`config.mk`:
```
export PLATFORM = sky130hd
export DESIGN_NAME = pc_sequencer
export DESIGN_NICKNAME = d
export VERILOG_FILES = /design/src/rtl/pc_sequencer_pkg.sv /design/src/rtl/pc_sequencer_pc_next_calc.sv /design/src/rtl/pc_sequencer.sv
export SDC_FILE = /design/constraint.sdc
export NUM_CORES = 1
export LEC_CHECK = 0
export CAP_MARGIN = 30
export CORE_AREA = 10 10 74 83
export CTS_CLUSTER_DIAMETER = 60
export CTS_CLUSTER_SIZE = 24
export DETAILED_ROUTE_END_ITERATION = 10
export DIE_AREA = 0 0 84 93
export PLACE_DENSITY = 0.7
export SLEW_MARGIN = 10
export SYNTH_ARGS = -nofsm -noshare
export SYNTH_HDL_FRONTEND = slang
export SYNTH_HIERARCHICAL = 1
export SYNTH_SLANG_ARGS = --single-unit
```
`constraint.sdc`:
```
create_clock -name CLK -period 6.2 [get_ports CLK]
set_input_delay 0.62 -clock CLK [delete_from_list [all_inputs] [get_ports CLK]]
set_output_delay 0.62 -clock CLK [all_outputs]
set_load 0.01 [all_outputs]
```
`src/rtl/pc_sequencer_pkg.sv`:
```
// Shared definitions for the PC sequencer: run-control state encoding and default PC width.
package pc_sequencer_pkg;

  localparam int PC_W_DEFAULT = 10;

  typedef enum logic [1:0] {
    IDLE   = 2'd0,
    RUN    = 2'd1,
    HALTED = 2'd2
  } seq_state_e;

endpackage

```
`src/rtl/pc_sequencer_pc_next_calc.sv`:
```
// Combinational next-PC candidate: soft-reset restore, signed-direction branch, or sequential step.
module pc_next_calc
  import pc_sequencer_pkg::*;
#(
  parameter int PC_W = PC_W_DEFAULT
) (
  input  logic [PC_W-1:0] pc_i,
  input  logic            branch_i,
  input  logic [7:0]      boffset_i,
  input  logic            bsign_i,
  input  logic            soft_rst_i,
  input  logic [PC_W-1:0] base_i,
  output logic [PC_W-1:0] pc_next_o
);

  logic [PC_W-1:0] offset_ext;

  assign offset_ext = PC_W'(boffset_i);

  // Wrap-around modulo 2^PC_W falls out of the fixed result width.
  always_comb begin
    pc_next_o = pc_i + PC_W'(1);
    if (soft_rst_i) begin
      pc_next_o = base_i;
    end else if (branch_i) begin
      pc_next_o = bsign_i ? (pc_i - offset_ext) : (pc_i + offset_ext);
    end
  end

endmodule

```
`src/rtl/pc_sequencer.sv`:
```
// Program-counter and run-control sequencer (IDLE/RUN/HALTED) with START/DONE handshake.
// Optional retired-instruction counter enabled by defining SEQ_CYCLE_COUNT_EN.
module pc_sequencer
  import pc_sequencer_pkg::*;
#(
  parameter int              PC_W          = PC_W_DEFAULT,
  parameter logic [PC_W-1:0] START_DEFAULT = '0
) (
  input  logic            CLK,
  input  logic            RESET_N,
  input  logic            START,
  input  logic [PC_W-1:0] START_ADDR,
  input  logic            STALL,
  input  logic            BRANCH,
  input  logic [7:0]      bOFFSET,
  input  logic            bSIGN,
  input  logic            SOFT_RST,
  input  logic            HALT_REQ,
  output logic [PC_W-1:0] PC,
  output logic            FETCH_EN,
  output logic            DONE,
  output logic [15:0]     CYCLE_CNT
);

  seq_state_e      state_q, state_d;
  logic [PC_W-1:0] pc_q, pc_d;
  logic [PC_W-1:0] base_q, base_d;
  logic [PC_W-1:0] pc_cand;
  logic            start_take;
  logic            retire;

  // START is honoured only outside RUN; a retire is any non-stalled RUN cycle.
  assign start_take = (state_q != RUN) && START;
  assign retire     = (state_q == RUN) && !STALL;

  pc_next_calc #(.PC_W(PC_W)) u_pc_next_calc (
    .pc_i       (pc_q),
    .branch_i   (BRANCH),
    .boffset_i  (bOFFSET),
    .bsign_i    (bSIGN),
    .soft_rst_i (SOFT_RST),
    .base_i     (base_q),
    .pc_next_o  (pc_cand)
  );

  always_ff @(posedge CLK or negedge RESET_N) begin
    if (!RESET_N) begin
      state_q <= IDLE;
      pc_q    <= START_DEFAULT;
      base_q  <= START_DEFAULT;
    end else begin
      state_q <= state_d;
      pc_q    <= pc_d;
      base_q  <= base_d;
    end
  end

  always_comb begin
    state_d = state_q;
    case (state_q)
      IDLE:    if (START) state_d = RUN;
      RUN:     if (!STALL && HALT_REQ) state_d = HALTED;
      HALTED:  if (START) state_d = RUN;
      default: state_d = IDLE;
    endcase
  end

  // A halt without soft reset freezes the PC on the halting instruction.
  always_comb begin
    pc_d   = pc_q;
    base_d = base_q;
    if (start_take) begin
      pc_d   = START_ADDR;
      base_d = START_ADDR;
    end else if (retire) begin
      if (!(HALT_REQ && !SOFT_RST)) pc_d = pc_cand;
    end
  end

  always_comb begin
    PC       = pc_q;
    FETCH_EN = (state_q == RUN);
    DONE     = (state_q == HALTED);
  end

`ifdef SEQ_CYCLE_COUNT_EN
  logic [15:0] cnt_q;

  always_ff @(posedge CLK or negedge RESET_N) begin
    if (!RESET_N) begin
      cnt_q <= '0;
    end else if (start_take) begin
      cnt_q <= '0;
    end else if (retire && (cnt_q != 16'hFFFF)) begin
      cnt_q <= cnt_q + 16'd1;
    end
  end

  assign CYCLE_CNT = cnt_q;
`else
  assign CYCLE_CNT = 16'h0000;
`endif

endmodule

```
* Word-level counts from Yosys, hierarchy flattened
Cells that the tools add are included.
** Operators by class
- $add $sub $neg :: 3
- Mux-type cells :: 9
- Order comparisons :: 0
- Div/mod/pow operators :: 0
- Bitwise logic cells :: 0
- Multipliers :: 0
- Equal/unequal tests :: 6
- Shift operators :: 0
- Reduce and logical (&&, ||, !) cells :: 11
** Operators by type and width (count)
- $mux W10 :: 6
- $add A10 B1 Y10 const B :: 1
- $add A10 B8 Y10 :: 1
- $sub A10 B8 Y10 :: 1
- $ne A2 B1 Y1 const B :: 3
- $logic_and A1 B1 Y1 :: 4
- $mux W2 :: 2
- $pmux W2 S2 :: 1
- $reduce_and A2 Y1 :: 2
- $eq A2 B1 Y1 const B :: 1
- $eq A2 B2 Y1 const B :: 1
- $logic_not A1 Y1 :: 2
- $logic_not A2 Y1 :: 1
- $ne A2 B2 Y1 const B :: 1
- $reduce_bool A2 Y1 :: 1
- $reduce_or A2 Y1 :: 1
** Storage, ports and cells
- ROM bits :: 0
- Bits in registers :: 22
- Bits in latches :: 0
- Memories kept :: 0
- Input port bits :: 26
- RAM bits :: 0

* Logic depth before layout (Yosys ltp)
- Word-level depth :: 7
- Mapped depth :: 13

* Cells and area by module
Netlist, hierarchy kept.
** Modules (own cells, without submodules)
- pc_sequencer :: area an instance 1177.4 um2, cells an instance 96, instances 1
- pc_next_calc :: area an instance 787.0 um2, cells an instance 116, instances 1

* Worst setup path after synthesis
No wires, ideal clock.
- Kind :: input to register
- From :: in bOFFSET[0]
- To :: reg pc_q[9] (netlist: PC[9])
- Slack :: 2.919 ns
- Buffers on the path :: 0
- Stages on the path :: 13
- Arrival time :: 3.155 ns
- Path through :: inv_1 ha_1 a41oi_1 xnor2_1 and2_2 ha_1 a21oi_1 nor2_1 a211oi_2 a21oi_1 o31a_1 or4b_1 o311a_1
** Between the ends
- Longest elaborated chain between the ends :: 7
** Ends and longest elaborated chain
- from (decl) :: line pc_sequencer.sv:15 : input logic [7:0] bOFFSET,
- $add A10 B8 Y10 / $sub A10 B8 Y10 (equally long branches) :: line pc_sequencer_pc_next_calc.sv:26 : pc_next_o = bsign_i ? (pc_i - offset_ext) : (pc_i + offset_ext);
- $mux W10 * :: line pc_sequencer_pc_next_calc.sv:26
- $mux W10 * :: line pc_sequencer_pc_next_calc.sv:25 : end else if (branch_i) begin
- $mux W10 * :: line pc_sequencer_pc_next_calc.sv:23 : if (soft_rst_i) begin
- net pc_cand[9] :: line pc_sequencer.sv:28 : logic [PC_W-1:0] pc_cand;
- $mux W10 * :: line pc_sequencer.sv:76 : if (!(HALT_REQ && !SOFT_RST)) pc_d = pc_cand;
- $mux W10 * :: line pc_sequencer.sv:75 : end else if (retire) begin
- $mux W10 * :: line pc_sequencer.sv:72 : if (start_take) begin
- to (signal assigned) :: line pc_sequencer.sv:53 : pc_q <= pc_d;
- to (decl) :: line pc_sequencer.sv:26 : logic [PC_W-1:0] pc_q, pc_d;
Mark *: on every way through the listed nets, which the timed path passes. The rest lies on a longest branch. The select of a mux whose other input is x is not followed.
A chain may end at the register's enable or synchronous reset.

* Final worst setup path
Ends and elaborated chain as after synthesis.

==> impl_results.md <==
* Wl on met1 at 2240 microns
* Number of setup buffers added after CTS at 0
* Setup CP Type: input port to register
* Met3 routed WL at 415 microns
* Core area at 4490 sq um
* TritonRoute pass-1 iters at 4
* Fin. max-slew vios at 0
* Clk_skew at 2.56 ps
* H-tree depth at 1
* CTS resizes at 0
* Total GRT Usage at 0.124
* Largest net degree at the start of global routing at 26
* Fmax at 261 MHz
* CTS buffer count at 3
* Relative slew margins at 0.547
* Maximum fanout along the worst path at 6
* Port Buffers at 37
* WL met2 at 2130 microns
* Average wire per standard cell at 16.1 microns
* Diodes inserted at 0
* Setup violators final at 0
* DR iter-0 viols at 106
* Clock buffer depth at 2
* Worst min-delay path category: register to register
* CTS tree: built
* Initial antenna violation count at 0
* Finished Core Util at 0.523
* Worst Path Required at 6340 ps
* Placed insts at 296
* Die H at 93 microns
* Leading cell type in the layout, fill and taps excluded: clkdlybuf4s50_1
* Minimum clock period at 3830 ps
* Die Area at 7810 sq um
* Reg clk slew, reported paths at 70 ps
* WP data arrival at 3970 ps
* WHS Path Cells at 1
* Min-delay src: base_q[9]
* Rows at 26
* Top Metal Used: met4
* Final WL at 4830 microns
* Crit path from: bOFFSET[0]
* Avg Inst Size Synth at 9.27 sq um
* Netlist cell types at 56
* Non-Filler Instances at 299
* Number of flops mapped to enable cells by yosys at 0
* First-pass GRT wire length at 8490 microns
* Reg2reg end: PC[8]
* Hold Path End: base_q[9]
* Die width at 84 microns
* P_leak at 0.000976 uW
* Most frequent cells in the layout: clkdlybuf4s50_1 (37), dfrtp_1 (22), conb_1 (16)
* Vias in the first global route at 1,725
* Final hold violations at 0
* Post-synthesis cell area at 1960 sq um
* Max-Cap Viols at 0
* Overflow after GRT at 0
* CTS root buffer: clkbuf_8
* Depth of the most critical reg-to-reg path at 11
* Setup_tns at 0 ps
* Post-route ant nets at 0
* #FFs+latches synth at 22
* I/O pins at 54
* Peak VDD IR at 0.000198 V
* PwrDens at 382 nW/um^2
* Sequential area share after synthesis at 0.280
* Routability Congestion at 0.881
* CP Launch Type: input port
* Asr flop ratio synth at 1.00
* R2r setup slk at 3480 ps
* Post-Synthesis Cells at 212
* Synth Flop Type: dfrtp_1
* Vias at 1,679
* Kind of end point of the critical path: register
* DRC errors left at 0
* Ratio of cells with drive above 1 in the final layout at 0.123
* Area growth syn-to-layout at 19.5%
* Actual slew at the worst max-slew pin at 677 ps
* Unrepaired setup endpoints after global routing: false
* Vias per cell at 5.62
* Yosys Warn Count at 6
* Detail Placement HPWL at 3850 microns
* Reg2reg start: PC[0]
* Final period util at 0.618
* Hold_ws at 511 ps
* Latest clock arrival within the worst-skew pair at 250 ps
* Clock sinks at 22
* Status: completed
* Final-stage net count at 282
* # hold bufs at CTS at 0
* Starting density of the core at 0.438
==> where the power goes <==
group          leakage (uW)  internal, uW  switching [uW]  total, uW
clock network     0.0000216          43.2            41.8       85.0
logic              0.000702           273             264        537
registers          0.000253           215            60.2        275
total              0.000976           532             366        897
==> flip-flops by register name, summed over array words and instances, names as in the netlist <==
signal   cells
state_q      2
PC          10
base_q      10
==> cell type report <==
| class | count | area, sq um |
|---|---|---|
| Clock buffer | 3 | 41.3 |
| Fill cell | 444 | 2140 |
| Inverter | 12 | 45.0 |
| Multi-Input combinational cell | 168 | 1250 |
| Sequential cell | 22 | 551 |
| Tap cell | 56 | 70.1 |
| Timing Repair Buffer | 38 | 385 |
==> metal layers <==
metal | track usage | up-vias
met5 | 0 | -
met4 | 0.0209 | 0
met3 | 0.0347 | 4
met2 | 0.194 | 69
met1 | 0.167 | 784
li1 | - | 822
==> critical path, stage by stage <==
cell and delay [ps]:
clkdlybuf4s50_1 480, inv_1 80, ha_1 250, a41oi_1 300
xnor2_1 90, and2_2 190, ha_1 350, a21oi_1 300
nor2_1 100, a211oi_2 220, a21oi_1 90, o31a_1 270
or4b_1 500, o311a_1 130
==> synthesized netlist by cell type, drive strengths merged, types with 2 or more instances <==
master / count / share of area
nand3b: 10 / 0.038
xnor2: 3 / 0.013
nor3b: 2 / 0.010
a41oi: 2 / 0.0089
nor3: 3 / 0.0076
a31oi: 3 / 0.0096
a211oi: 3 / 0.014
and3: 5 / 0.018
or3: 2 / 0.0064
o311a: 10 / 0.051
o211ai: 2 / 0.0076
nand2b: 5 / 0.020
inv: 12 / 0.023
o31ai: 2 / 0.0076
ha: 10 / 0.064
dfrtp: 22 / 0.28
nand3: 2 / 0.0051
a21oi: 9 / 0.025
clkbuf: 5 / 0.0096
o2bb2ai: 2 / 0.0089
or4b: 11 / 0.058
xor2: 4 / 0.018
nor2: 8 / 0.017
or2b: 2 / 0.0083
nand2: 15 / 0.030
mux2: 11 / 0.063
o21ai: 10 / 0.025
buf: 20 / 0.077
and2: 4 / 0.015
==> metrics by stage <==
step | setup slack (ps) | power, uW | instance area, sq um
final | 2370 | 897 | 2350
after global routing | 2200 | 984 | 2350
after CTS | 2390 | 905 | 2350
after detailed placement | 2140 | 814 | 2310
after global placement | 2140 | 807 | 2290
after floorplan | 2920 | 643 | 2020
==> how the worst max path moves through the flow <==
| stage | slack, ps | cells past startpoint | end |
|---|---|---|---|
| finish | 2370 | 14 | PC[9] |
| floorplan | 2920 | 13 | PC[9] |
| global route | 2200 | 14 | PC[9] |
| CTS | 2390 | 14 | PC[9] |
| detailed placement | 2140 | 14 | PC[9] |
| global placement | 2140 | 14 | PC[9] |
==> cells by family (layout without fill, tap and decap cells) <==
| kind of cell | after synthesis | count (layout) | share of synthesized area |
|---|---|---|---|
| mux | 12 | 12 | 0.0682 |
| compound gates | 50 | 50 | 0.191 |
| other cells | 1 | 16 | 0.00191 |
| fa+ha+maj | 11 | 11 | 0.0739 |
| flops | 22 | 22 | 0.280 |
| simple gates | 72 | 72 | 0.244 |
| xor+xnor | 7 | 7 | 0.0312 |
| buf+inv | 37 | 53 | 0.110 |
Note: power is estimated with default switching activity, not from simulation.
